[config.mk]
export PLATFORM = sky130hd
export DESIGN_NAME = lsu_flat
export DESIGN_NICKNAME = d
export VERILOG_FILES = /design/src/rtl/lsu_pkg.sv /design/src/rtl/lsu_if.sv /design/src/rtl/lsu_align.sv /design/src/rtl/lsu.sv /design/src/flat_wrapper.sv
export SDC_FILE = /design/constraint.sdc
export NUM_CORES = 1
export LEC_CHECK = 0
export ABC_AREA = 1
export CAP_MARGIN = 20
export CORE_ASPECT_RATIO = 0.75
export CORE_MARGIN = 5
export CORE_UTILIZATION = 35
export DETAILED_ROUTE_END_ITERATION = 10
export HOLD_SLACK_MARGIN = 0.12
export PLACE_DENSITY = 0.67
export SETUP_SLACK_MARGIN = 0.05
export SLEW_MARGIN = 40
export SYNTH_ARGS = -nofsm -noshare
export SYNTH_HDL_FRONTEND = slang
export SYNTH_SLANG_ARGS = --single-unit
[constraint.sdc]
create_clock -name clk -period 1.7 [get_ports clk]
set_clock_uncertainty 0.2 [all_clocks]
set_input_delay 0.34 -clock clk [delete_from_list [all_inputs] [get_ports clk]]
set_output_delay 0.34 -clock clk [all_outputs]
set_load 0.01 [all_outputs]
[src/rtl/lsu_pkg.sv]
// Shared constants, FSM state and access-size types, and helpers for the load/store unit.
// Used by lsu_if, lsu_align and lsu.
package lsu_pkg;

   localparam int WORD_LEN = 32;

   localparam logic [2:0] LSU_F3_B  = 3'b000;
   localparam logic [2:0] LSU_F3_H  = 3'b001;
   localparam logic [2:0] LSU_F3_W  = 3'b010;
   localparam logic [2:0] LSU_F3_BU = 3'b100;
   localparam logic [2:0] LSU_F3_HU = 3'b101;

   typedef enum logic [1:0] {
      LSU_S_IDLE  = 2'd0,
      LSU_S_READ  = 2'd1,
      LSU_S_MERGE = 2'd2,
      LSU_S_WRITE = 2'd3
   } lsu_state_t;

   typedef enum logic [1:0] {
      SZ_BYTE = 2'd0,
      SZ_HALF = 2'd1,
      SZ_WORD = 2'd2
   } lsu_size_t;

   // Unused funct3 codes (011/110/111) fall through to a word access.
   function automatic lsu_size_t f3_size(input logic [2:0] f3);
      case (f3)
         LSU_F3_B, LSU_F3_BU: return SZ_BYTE;
         LSU_F3_H, LSU_F3_HU: return SZ_HALF;
         default:             return SZ_WORD;
      endcase
   endfunction

   function automatic logic is_misaligned(input logic [2:0] f3, input logic [1:0] addr_lo);
      case (f3_size(f3))
         SZ_HALF: return addr_lo[0];
         SZ_WORD: return addr_lo != 2'b00;
         default: return 1'b0;
      endcase
   endfunction

endpackage

[src/rtl/lsu_if.sv]
// Core-side request/response channel of the load/store unit.
// master = execute stage, slave = lsu.
interface lsu_if;

   logic                         req_valid;
   logic                         req_ready;
   logic                         req_we;
   logic [2:0]                   req_funct3;
   logic [lsu_pkg::WORD_LEN-1:0] req_addr;
   logic [lsu_pkg::WORD_LEN-1:0] req_wdata;
   logic                         resp_valid;
   logic [lsu_pkg::WORD_LEN-1:0] resp_rdata;
   logic                         resp_err;

   modport master (
      output req_valid, req_we, req_funct3, req_addr, req_wdata,
      input  req_ready, resp_valid, resp_rdata, resp_err
   );

   modport slave (
      input  req_valid, req_we, req_funct3, req_addr, req_wdata,
      output req_ready, resp_valid, resp_rdata, resp_err
   );

endinterface

[src/rtl/lsu_align.sv]
// Combinational lane logic: extracts and extends sub-word load data and merges
// sub-word store data into a memory word (little-endian, lane n = bits 8n+7:8n).
module lsu_align
   import lsu_pkg::*;
(
   input  logic [WORD_LEN-1:0] word_i,
   input  logic [2:0]          funct3_i,
   input  logic [1:0]          addr_lo_i,
   input  logic [WORD_LEN-1:0] sdata_i,
   output logic [WORD_LEN-1:0] load_o,
   output logic [WORD_LEN-1:0] store_o
);

   lsu_size_t           size;
   logic [7:0]          byte_sel;
   logic [15:0]         half_sel;
   logic                sign_ext;
   logic [3:0]          lane_en;
   logic [WORD_LEN-1:0] sdata_rep;

   always_comb begin
      size     = f3_size(funct3_i);
      sign_ext = ~funct3_i[2];
      case (addr_lo_i)
         2'd0:    byte_sel = word_i[7:0];
         2'd1:    byte_sel = word_i[15:8];
         2'd2:    byte_sel = word_i[23:16];
         default: byte_sel = word_i[31:24];
      endcase
      // Halfword selection ignores addr[0], so misaligned halfwords align down.
      half_sel = addr_lo_i[1] ? word_i[31:16] : word_i[15:0];
      case (size)
         SZ_BYTE: load_o = {{24{sign_ext & byte_sel[7]}}, byte_sel};
         SZ_HALF: load_o = {{16{sign_ext & half_sel[15]}}, half_sel};
         default: load_o = word_i;
      endcase
   end

   always_comb begin
      case (size)
         SZ_BYTE: begin
            lane_en   = 4'b0001 << addr_lo_i;
            sdata_rep = {4{sdata_i[7:0]}};
         end
         SZ_HALF: begin
            lane_en   = addr_lo_i[1] ? 4'b1100 : 4'b0011;
            sdata_rep = {2{sdata_i[15:0]}};
         end
         default: begin
            lane_en   = 4'b1111;
            sdata_rep = sdata_i;
         end
      endcase
   end

   generate
      for (genvar gi = 0; gi < 4; gi++) begin : g_lane
         assign store_o[8*gi +: 8] = lane_en[gi] ? sdata_rep[8*gi +: 8] : word_i[8*gi +: 8];
      end
   endgenerate

endmodule

[src/rtl/lsu.sv]
// Load/store unit: one byte/halfword/word request at a time against a word-addressed
// memory with one-cycle read latency. Optional misalignment trap: LSU_MISALIGN_TRAP_EN.
module lsu
   import lsu_pkg::*;
(
   input  logic                clk,
   input  logic                rst,
   lsu_if.slave                core,
   output logic [WORD_LEN-1:0] mem_addr,
   input  logic [WORD_LEN-1:0] mem_rdata,
   output logic                mem_wen,
   output logic [WORD_LEN-1:0] mem_wdata
);

   lsu_state_t          state_q, state_d;
   logic [WORD_LEN-1:0] addr_q, addr_d;
   logic [2:0]          f3_q, f3_d;
   logic                we_q, we_d;
   logic [WORD_LEN-1:0] wdata_q, wdata_d;
   logic                resp_valid_q, resp_valid_d;
   logic [WORD_LEN-1:0] resp_rdata_q, resp_rdata_d;
   logic                resp_err_q, resp_err_d;

   logic                accept;
   logic                misalign;
   logic [WORD_LEN-1:0] load_data;
   logic [WORD_LEN-1:0] store_word;

   lsu_align u_align (
      .word_i    (mem_rdata),
      .funct3_i  (f3_q),
      .addr_lo_i (addr_q[1:0]),
      .sdata_i   (wdata_q),
      .load_o    (load_data),
      .store_o   (store_word)
   );

   assign accept = core.req_valid && (state_q == LSU_S_IDLE);

`ifdef LSU_MISALIGN_TRAP_EN
   assign misalign = is_misaligned(core.req_funct3, core.req_addr[1:0]);
`else
   assign misalign = 1'b0;
`endif

   always_comb begin
      state_d      = state_q;
      addr_d       = addr_q;
      f3_d         = f3_q;
      we_d         = we_q;
      wdata_d      = wdata_q;
      resp_valid_d = 1'b0;
      resp_rdata_d = resp_rdata_q;
      resp_err_d   = 1'b0;
      case (state_q)
         LSU_S_IDLE: begin
            if (accept) begin
               addr_d  = core.req_addr;
               f3_d    = core.req_funct3;
               we_d    = core.req_we;
               wdata_d = core.req_wdata;
               if (misalign) begin
                  resp_valid_d = 1'b1;
                  resp_err_d   = 1'b1;
                  resp_rdata_d = '0;
               end else if (core.req_we && f3_size(core.req_funct3) == SZ_WORD) begin
                  state_d = LSU_S_WRITE;
               end else begin
                  state_d = LSU_S_READ;
               end
            end
         end
         LSU_S_READ: state_d = LSU_S_MERGE;
         LSU_S_MERGE: begin
            if (we_q) begin
               wdata_d = store_word;
               state_d = LSU_S_WRITE;
            end else begin
               resp_rdata_d = load_data;
               resp_valid_d = 1'b1;
               state_d      = LSU_S_IDLE;
            end
         end
         default: begin
            resp_valid_d = 1'b1;
            resp_rdata_d = '0;
            state_d      = LSU_S_IDLE;
         end
      endcase
   end

   always_ff @(posedge clk) begin
      if (rst) begin
         state_q      <= LSU_S_IDLE;
         addr_q       <= '0;
         f3_q         <= '0;
         we_q         <= 1'b0;
         wdata_q      <= '0;
         resp_valid_q <= 1'b0;
         resp_rdata_q <= '0;
         resp_err_q   <= 1'b0;
      end else begin
         state_q      <= state_d;
         addr_q       <= addr_d;
         f3_q         <= f3_d;
         we_q         <= we_d;
         wdata_q      <= wdata_d;
         resp_valid_q <= resp_valid_d;
         resp_rdata_q <= resp_rdata_d;
         resp_err_q   <= resp_err_d;
      end
   end

   assign core.req_ready  = (state_q == LSU_S_IDLE);
   assign core.resp_valid = resp_valid_q;
   assign core.resp_rdata = resp_rdata_q;
   assign core.resp_err   = resp_err_q;

   // Gating with rst guarantees a reset landing on the WRITE cycle never commits.
   assign mem_addr  = {addr_q[WORD_LEN-1:2], 2'b00};
   assign mem_wen   = (state_q == LSU_S_WRITE) && !rst;
   assign mem_wdata = wdata_q;

endmodule

[src/flat_wrapper.sv]
// flat-port wrapper written by rule: the top's interface ports become plain ports
module lsu_flat import lsu_pkg::*;
  (clk, rst, mem_addr, mem_rdata, mem_wen, mem_wdata, core_req_valid, core_req_we, core_req_funct3, core_req_addr, core_req_wdata, core_req_ready, core_resp_valid, core_resp_rdata, core_resp_err);
  lsu_if core_i ();
  input  logic clk;
  input  logic rst;
  output logic [WORD_LEN-1:0] mem_addr;
  input  logic [WORD_LEN-1:0] mem_rdata;
  output logic mem_wen;
  output logic [WORD_LEN-1:0] mem_wdata;
  input wire logic [$bits(core_i.req_valid)-1:0] core_req_valid;
  input wire logic [$bits(core_i.req_we)-1:0] core_req_we;
  input wire logic [$bits(core_i.req_funct3)-1:0] core_req_funct3;
  input wire logic [$bits(core_i.req_addr)-1:0] core_req_addr;
  input wire logic [$bits(core_i.req_wdata)-1:0] core_req_wdata;
  output wire logic [$bits(core_i.req_ready)-1:0] core_req_ready;
  output wire logic [$bits(core_i.resp_valid)-1:0] core_resp_valid;
  output wire logic [$bits(core_i.resp_rdata)-1:0] core_resp_rdata;
  output wire logic [$bits(core_i.resp_err)-1:0] core_resp_err;
  assign core_i.req_valid = core_req_valid;
  assign core_i.req_we = core_req_we;
  assign core_i.req_funct3 = core_req_funct3;
  assign core_i.req_addr = core_req_addr;
  assign core_i.req_wdata = core_req_wdata;
  assign core_req_ready = core_i.req_ready;
  assign core_resp_valid = core_i.resp_valid;
  assign core_resp_rdata = core_i.resp_rdata;
  assign core_resp_err = core_i.resp_err;
  lsu u_core (.clk(clk), .rst(rst), .core(core_i), .mem_addr(mem_addr), .mem_rdata(mem_rdata), .mem_wen(mem_wen), .mem_wdata(mem_wdata));
endmodule
==> impl_metrics.toml, run 1 <==
[outcome]
status = "complete, no violations"

[cts]
cts_root_buf = "clkbuf_16"
cts_buffers = 9
clock_sinks = 103
cts_tree = "yes"
clockBufferDepth = 2
clkLatencyLatePin_ps = 350
clkTransAtPathRegs_ps = 70
cts_hold_buf = 0
cts-htree-levels = 3

[route]
postRouteWirelength_um = 19300
ant_nets = 0
drtPass1Iterations = 5
drc = 0
via_count = 5755
via_per_inst = 5.00
drtIter0Drc = 454
detail_route.wl_per_cell_um = 16.8

[critical_path]
critPathArrivalTime_ps = 1690
crit_start = "u_core.f3_q[1]"
cp.depth = 7
critPathTopFamily = "compound AO/OA/AOI/OAI gates"
cp.required_ps = 1740
start_kind = "register"
cp_cell_sequence = "buf_12 > nor2_8 > inv_4 > o211ai_1 > nand2_2 > o21ai_0 > nor2_1"
regToRegSetupSlack_ps = 50
rr_worst_depth = 7
path_class = "register to register"
crit_end = "u_core.mem_wdata[0]"
end_kind = "register"
cp.buffers_inverters = 2
cp_slowest_stage_delay_ps = 330
cp_max_fo = 9
cpMaxStageDelayCell = "dfxtp_2"
reg2reg_to = "u_core.mem_wdata[0]"
timing.rr.start = "u_core.f3_q[1]"

[timing]
fin_crit_ps = 1650
drv_slew = 0
setup_violations = 0
final.period_utilization = 0.968
rsz0062_at_grt = "true"
holdWs_ps = 260
finalSetupTns_ps = 0
timing.final.ws_setup_ps = 53.8
hold_viol = 0
fmax_ghz = 0.607

[power_and_ir_drop]
ir_drop_mv = 0.590
powerDensity_nw_per_um2 = 874
p_total_mw = 7.12
p_leak_nw = 3.70

[floorplanning]
die_w_um = 150
die_area_um2 = 17200
die_h_um = 115
core_um2 = 14400
rows = 38
initial_utilization = 0.356
ios = 203

[synthesis]
yosysSeqAreaShare = 0.402
yosys.area.top_type = "dfxtp_1"
yosysTopAreaCellShare = 0.402
ys_top_cells_by_area = "dfxtp_1, nand2_1, o21ai_0, a21oi_1, nor2_1"
syn_area_um2 = 5130
netlist_instances = 736
synthTopCellsByCount = "nand2_1, dfxtp_1, nor2_1"
synth_edf_count = 0
synth_flop_cell = "dfxtp_1"
avgSynthCellArea_um2 = 6.97
synth_most_common_cell = "nand2_1"
async_flop_share = 0
ys_warn_count = 0
ys_types = 34
ys_ff_latch = 103

[layout]
final_cell_area_um2 = 8150
nFillCells = 1408
syn2layout_area_growth_pct = 58.8
regArea_um2 = 2080
antenna_cells = 0
multi_input_area_um2 = 2640
layout-drive-gt1-share = 0.172
utilization = 0.565
fin_nets = 1049
fin_cells = 1151

[placed_design]
placed_cell_area_um2 = 7530
place.port_buffers = 199
placed_cells = 1122
routabilityCongestion = 0.932
place_ws_ps = -449
hpwl_um = 14200

[global_route]
grt-ovfl-total = 0
grt_start_max_net_pins = 48
grt_antenna_before_repair = 0
grt_pass1_vias = 5322
grt_pass1_wl_um = 29000
gr-usage-all-layers = 0.214

[hold_path]
hold_class = "register to register"

[job]
maxCapViolations = 0
-- cell usage in the layout (no fill, tap or decap), drive strengths merged, types with 17 or more instances in the layout --
cell type      synthesis  layout
nand2                154     154
clkbuf                26      17
inv                   42      41
o21ai                 93      93
buf                   53      75
a21oi                 82      82
o211ai                17      17
a31oi                 17      17
nand3                 24      25
nor2                 102     102
clkdlybuf4s50          0     101
dfxtp                103     103
dlygate4sd2            0      95
-- worst reg2reg max path: stages, from the launching register on --
cell and delay [ps]:
dfxtp_2 330, buf_12 140, nor2_8 130, inv_4 60
o211ai_1 210, nand2_2 190, o21ai_0 210, nor2_1 60
-- what timing repair did --
action	CTS	global route
gates cloned	2	3
resized for setup	120	66
endpoints found under the setup margin	140	98
pin swaps	3	18
buffers inserted	4	4
-- report_power, final --
part | switching, mW | leakage (nW) | internal [mW]
combinational | 1.11 | 2.69 | 1.00
sequential | 0.133 | 0.850 | 2.62
clock | 0.912 | 0.165 | 1.34
total | 2.16 | 3.70 | 4.96
-- per-layer routing --
| metal | part of all wire | vias up | wire, um | GRT usage |
|---|---|---|---|---|
| met4 | 0.013 | 0 | 249 | 0.0420 |
| met1 | 0.43 | 2627 | 8360 | 0.288 |
| met3 | 0.10 | 22 | 1970 | 0.0646 |
| li1 | - | 2847 | - | - |
| met5 | 0 | - | 0 | 0 |
| met2 | 0.45 | 259 | 8760 | 0.345 |
-- worst min-delay path by stage --
stage                                from                         end  slack (ps)  depth (start not counted)
2_1_floorplan           u_core.addr_q[10]           u_core.addr_q[10]         260                          2
3_3_place_gp   u_core.core.resp_rdata[30]  u_core.core.resp_rdata[30]         250                          2
3_5_place_dp   u_core.core.resp_rdata[16]  u_core.core.resp_rdata[16]         260                          2
4_1_cts        u_core.core.resp_rdata[16]  u_core.core.resp_rdata[16]         260                          2
5_1_grt        u_core.core.resp_rdata[30]  u_core.core.resp_rdata[30]         280                          2
6_report        u_core.core.resp_rdata[8]   u_core.core.resp_rdata[8]         260                          2
-- logic make-up (layout without fill, tap and decap cells) --
| group | after synthesis | in the layout | synth area share |
|---|---|---|---|
| flip-flops | 103 | 103 | 0.402 |
| other | 1 | 3 | 0.000731 |
| AO/OA/AOI/OAI | 221 | 221 | 0.240 |
| AND/OR/NAND/NOR | 290 | 291 | 0.236 |
| buffers and inverters | 121 | 333 | 0.121 |
-- sequential cells by signal, summed over array words and instances, names as in the netlist --
register / flops
u_core.we_q: 1
u_core.state_q: 2
u_core.addr_q: 32
u_core.f3_q: 3
u_core.core.resp_rdata: 32
u_core.mem_wdata: 32
u_core.core.resp_valid: 1
-- cell type report --
cell class / count / share of cell area
inverters: 42 / 0.0213
flip-flops and latches: 103 / 0.255
well taps: 200 / 0.0307
clock buffers: 14 / 0.0361
clock inverters: 2 / 0.00430
repair buffers: 275 / 0.328
multi-input cells: 515 / 0.325
(Power assumes the default switching activity.)
==> run 2, diff against run 1 <==
--- a/config.mk
+++ b/config.mk
@@ -12,7 +12,7 @@
 export CORE_UTILIZATION = 35
 export DETAILED_ROUTE_END_ITERATION = 10
 export HOLD_SLACK_MARGIN = 0.12
-export PLACE_DENSITY = 0.67
+export PLACE_DENSITY_LB_ADDON = 0.15
 export SETUP_SLACK_MARGIN = 0.05
 export SLEW_MARGIN = 40
 export SYNTH_ARGS = -nofsm -noshare
==> constraint.sdc (replaced) <==
create_clock -name clk -period 1.55 [get_ports clk]
set_clock_uncertainty 0.2 [all_clocks]
set_input_delay 0.31 -clock clk [delete_from_list [all_inputs] [get_ports clk]]
set_output_delay 0.31 -clock clk [all_outputs]
set_load 0.01 [all_outputs]
==> impl_metrics.toml, run 2 (synthesized netlist as in run 1, its figures left out) <==
[outcome]
status = "finished, violations left"
violations = "setup timing"

[placed_design]
hpwl_um = 14900
place.port_buffers = 199
routabilityCongestion = 0.931
placed_cells = 1127
placed_cell_area_um2 = 7600

[floorplanning]
ios = 203
die_w_um = 150
core_um2 = 14400
initial_utilization = 0.356
rows = 38
die_area_um2 = 17200
die_h_um = 115

[cts]
clock_sinks = 103
cts_hold_buf = 0
clkLatencyLatePin_ps = 350
clkTransAtPathRegs_ps = 70
clockBufferDepth = 2
cts-htree-levels = 3
cts_root_buf = "clkbuf_16"
cts_tree = "yes"
cts_buffers = 9

[power_and_ir_drop]
ir_drop_mv = 0.578
powerDensity_nw_per_um2 = 930
p_total_mw = 8.17
p_leak_nw = 3.70

[critical_path]
start_kind = "register"
path_class = "register to register"
cp.required_ps = 1610
cp_max_fo = 8
critPathArrivalTime_ps = 1730
end_kind = "register"

[route]
drtPass1Iterations = 6
via_per_inst = 5.11
via_count = 5952
drtIter0Drc = 407
detail_route.wl_per_cell_um = 17.5
postRouteWirelength_um = 20400
ant_nets = 0
drc = 0

[layout]
antenna_cells = 0
final_cell_mix = "nand2_1, clkdlybuf4s50_1, nor2_1, dfxtp_1, buf_4"
final_cell_area_um2 = 8780
fin_nets = 1063
fin_cells = 1165
syn2layout_area_growth_pct = 71.2
final_common_cell = "nand2_1"
layout-drive-gt1-share = 0.307

[global_route]
grt-ovfl-total = 0
grt_start_max_net_pins = 38
grt_antenna_before_repair = 0
grt_pass1_wl_um = 29100
gr-usage-all-layers = 0.216
grt_pass1_vias = 5509

[timing]
hold_viol = 0
fin_crit_ps = 1670
rsz0062_at_grt = "true"
timing.final.ws_setup_ps = -116
fmax_ghz = 0.600
finalSetupTns_ps = -3390
drv_slew = 0
setup_violations = 66
holdWs_ps = 271
final.period_utilization = 1.07

[job]
maxCapViolations = 0

[hold_path]
hold_class = "register to register"
==> run 2: layer usage <==
layer | share of wire | GRT usage
met5 | 0 | 0
met4 | 0.013 | 0.0469
met3 | 0.066 | 0.0524
met2 | 0.47 | 0.350
met1 | 0.45 | 0.295
==> run 2: path summary, 6_finish.rpt <==
kind / start / end / slack, ps / depth (start not counted)
setup / recovery: u_core.state_q[0] / u_core.mem_wdata[22] / -120 / 6
setup reg to reg: u_core.state_q[0] / u_core.mem_wdata[22] / -120 / 6
hold reg to reg: u_core.core.resp_rdata[21] / u_core.core.resp_rdata[21] / 270 / 2
hold / removal: u_core.core.resp_rdata[21] / u_core.core.resp_rdata[21] / 270 / 2
==> run 2: power breakdown <==
part	switching, mW	internal [mW]	leakage, nW
sequential	0.154	2.88	0.853
clock	1.07	1.38	0.161
combinational	1.40	1.29	2.69
==> run 2: area by class of cell <==
| type | count | area (um2) |
|---|---|---|
| fillers | 1295 | 5620 |
| multi-input cells | 515 | 3030 |
| repair buffers | 289 | 2900 |
| flip-flops and latches | 103 | 2090 |
| clock buffers | 11 | 253 |
| well taps | 200 | 250 |
| inverters | 42 | 190 |
| clock inverters | 5 | 75.1 |
==> run 2: critical path, cell delays in order, from the launching register on <==
cell and delay, ps:
dfxtp_4 370, nor2_4 190, nand2_4 110, o21ai_4 280
clkbuf_16 220, o21ai_2 50, a31oi_1 160
==> run 2: per-stage QoR <==
stage / utilization / worst slack [ps]
global route: 0.610 / -173
CTS: 0.564 / -97.5
global placement: 0.528 / -468
floorplan: - / 43.3
detailed placement: 0.528 / -545
finish: 0.610 / -116
==> run 2: timing repair <==
item                       4_1_cts  5_1_grt
setup buffers                    3       10
pin swaps                       12       31
setup endpoints to repair      196      172
cloned                           2        7
gates resized for setup        209      240
==> run 3, diff against run 2 <==
--- a/config.mk
+++ b/config.mk
@@ -13,8 +13,8 @@
 export DETAILED_ROUTE_END_ITERATION = 10
 export HOLD_SLACK_MARGIN = 0.12
 export PLACE_DENSITY_LB_ADDON = 0.15
-export SETUP_SLACK_MARGIN = 0.05
-export SLEW_MARGIN = 40
+export SETUP_SLACK_MARGIN = 0.02
+export SLEW_MARGIN = 20
 export SYNTH_ARGS = -nofsm -noshare
 export SYNTH_HDL_FRONTEND = slang
 export SYNTH_SLANG_ARGS = --single-unit
==> impl_metrics.toml, run 3 (synthesized netlist as in run 1, its figures left out) <==
[outcome]
status = "finished, violations left"
violations = "setup timing"

[layout]
fin_cells = 1185
antenna_cells = 0
final_cell_area_um2 = 9450
syn2layout_area_growth_pct = 84.2
final_cell_mix = "nand2_1, clkdlybuf4s50_1, dfxtp_1, nor2_1, dlygate4sd2_1"
final_common_cell = "nand2_1"
utilization = 0.656
layout-drive-gt1-share = 0.345
fin_nets = 1084

[critical_path]
crit_end = "core_req_ready"
cp.required_ps = 1040
crit_start = "u_core.state_q[0]"
reg2reg_to = "u_core.core.resp_rdata[7]"
path_class = "register to output pin"
timing.rr.start = "u_core.addr_q[1]"
start_kind = "register"
end_kind = "output pin"
cp_max_fo = 4
regToRegSetupSlack_ps = -170
critPathArrivalTime_ps = 1220
rr_worst_depth = 9

[cts]
clockBufferDepth = 2
cts_root_buf = "clkbuf_16"
clkLatencyLatePin_ps = 360
clock_sinks = 103
cts-htree-levels = 3
cts_tree = "yes"
cts_buffers = 9
clkTransAtPathRegs_ps = 70

[placed_design]
placed_cells = 1134
place.port_buffers = 199
hpwl_um = 15300
routabilityCongestion = 0.881
placed_cell_area_um2 = 7620

[global_route]
grt_pass1_wl_um = 32600
grt_antenna_before_repair = 0
grt-ovfl-total = 0
grt_start_max_net_pins = 56
gr-usage-all-layers = 0.240
grt_pass1_vias = 6126

[floorplanning]
initial_utilization = 0.356
die_w_um = 150
die_h_um = 115
core_um2 = 14400
ios = 203
die_area_um2 = 17200
rows = 38

[route]
via_per_inst = 5.22
drtIter0Drc = 455
drc = 0
via_count = 6187
postRouteWirelength_um = 22400
drtPass1Iterations = 5
detail_route.wl_per_cell_um = 18.9
ant_nets = 0

[timing]
fmax_ghz = 0.579
fin_crit_ps = 1730
finalSetupTns_ps = -8240
drv_slew = 0
setup_violations = 95
final.period_utilization = 1.11
timing.final.ws_setup_ps = -178
hold_viol = 0
rsz0062_at_grt = "true"

[job]
maxCapViolations = 0

[hold_path]
hold_class = "register to register"
whs_path_depth = 2

[power_and_ir_drop]
p_total_mw = 8.25
ir_drop_mv = 0.631
powerDensity_nw_per_um2 = 873
p_leak_nw = 3.99
run 3: cell count changes in the layout (fill, tap and decap cells not counted), moves of 7 or more:
cell,delta
buf_6,+11
nor2_2,+10
clkdlybuf4s15_1,-27
o21ai_0,+15
o21ai_1,-12
buf_16,+9
nor2_1,-16
dlygate4sd2_1,+47
a21oi_2,+7
a31oi_4,+8
a21oi_1,-13
clkbuf_2,-19
a31oi_1,-9
run 3: final cells by class:
type | count | area [um2]
clock buffer | 9 | 225
clock inverter | 6 | 45.0
fill | 1217 | 4950
inverter | 42 | 208
multi-input combinational | 517 | 3450
sequential | 103 | 2090
tap | 200 | 250
timing repair buffer | 308 | 3180
run 3: timing repair:
item / CTS / global route
hold buffers: 0 / 0
resized for setup: 303 / 165
pin swaps: 54 / 45
setup endpoints to repair: 197 / 127
cloned: 13 / 1
setup buffers: 17 / 7
run 3: critical path, stage by stage, from the launching register on:
cell,delay [ps]
dfxtp_4,380
nor2_2,220
clkdlybuf4s15_2,270
run 3: per-layer routing:
metal / track usage / part of all wire / vias to the layer above
li1: - / - / 2924
met1: 0.320 / 0.43 / 2948
met2: 0.384 / 0.47 / 276
met3: 0.0666 / 0.085 / 39
met4: 0.0707 / 0.021 / 0
met5: 0 / 0 / -
run 3: worst min path at each step:
stage | start | endpoint | slack (ps)
after global placement | u_core.core.resp_rdata[26] | u_core.core.resp_rdata[26] | 260
after global routing | u_core.core.resp_rdata[0] | u_core.core.resp_rdata[0] | 290
after floorplan | u_core.addr_q[10] | u_core.addr_q[10] | 260
after detailed placement | u_core.core.resp_rdata[23] | u_core.core.resp_rdata[23] | 260
final | u_core.core.resp_rdata[4] | u_core.core.resp_rdata[4] | 260
after CTS | u_core.core.resp_rdata[1] | u_core.core.resp_rdata[1] | 260
run 3: where the power goes:
group | internal, mW | total [mW] | switching (mW)
logic | 1.44 | 3.02 | 1.58
registers | 2.88 | 3.06 | 0.179
clock network | 1.09 | 2.17 | 1.08
run 3: through the flow:
step / hold WS [ps] / setup slack [ps]
6_report: 259 / -178
5_1_grt: 289 / -222
4_1_cts: 263 / -164
3_5_place_dp: 256 / -505
3_3_place_gp: 258 / -466
2_1_floorplan: 256 / 27.9
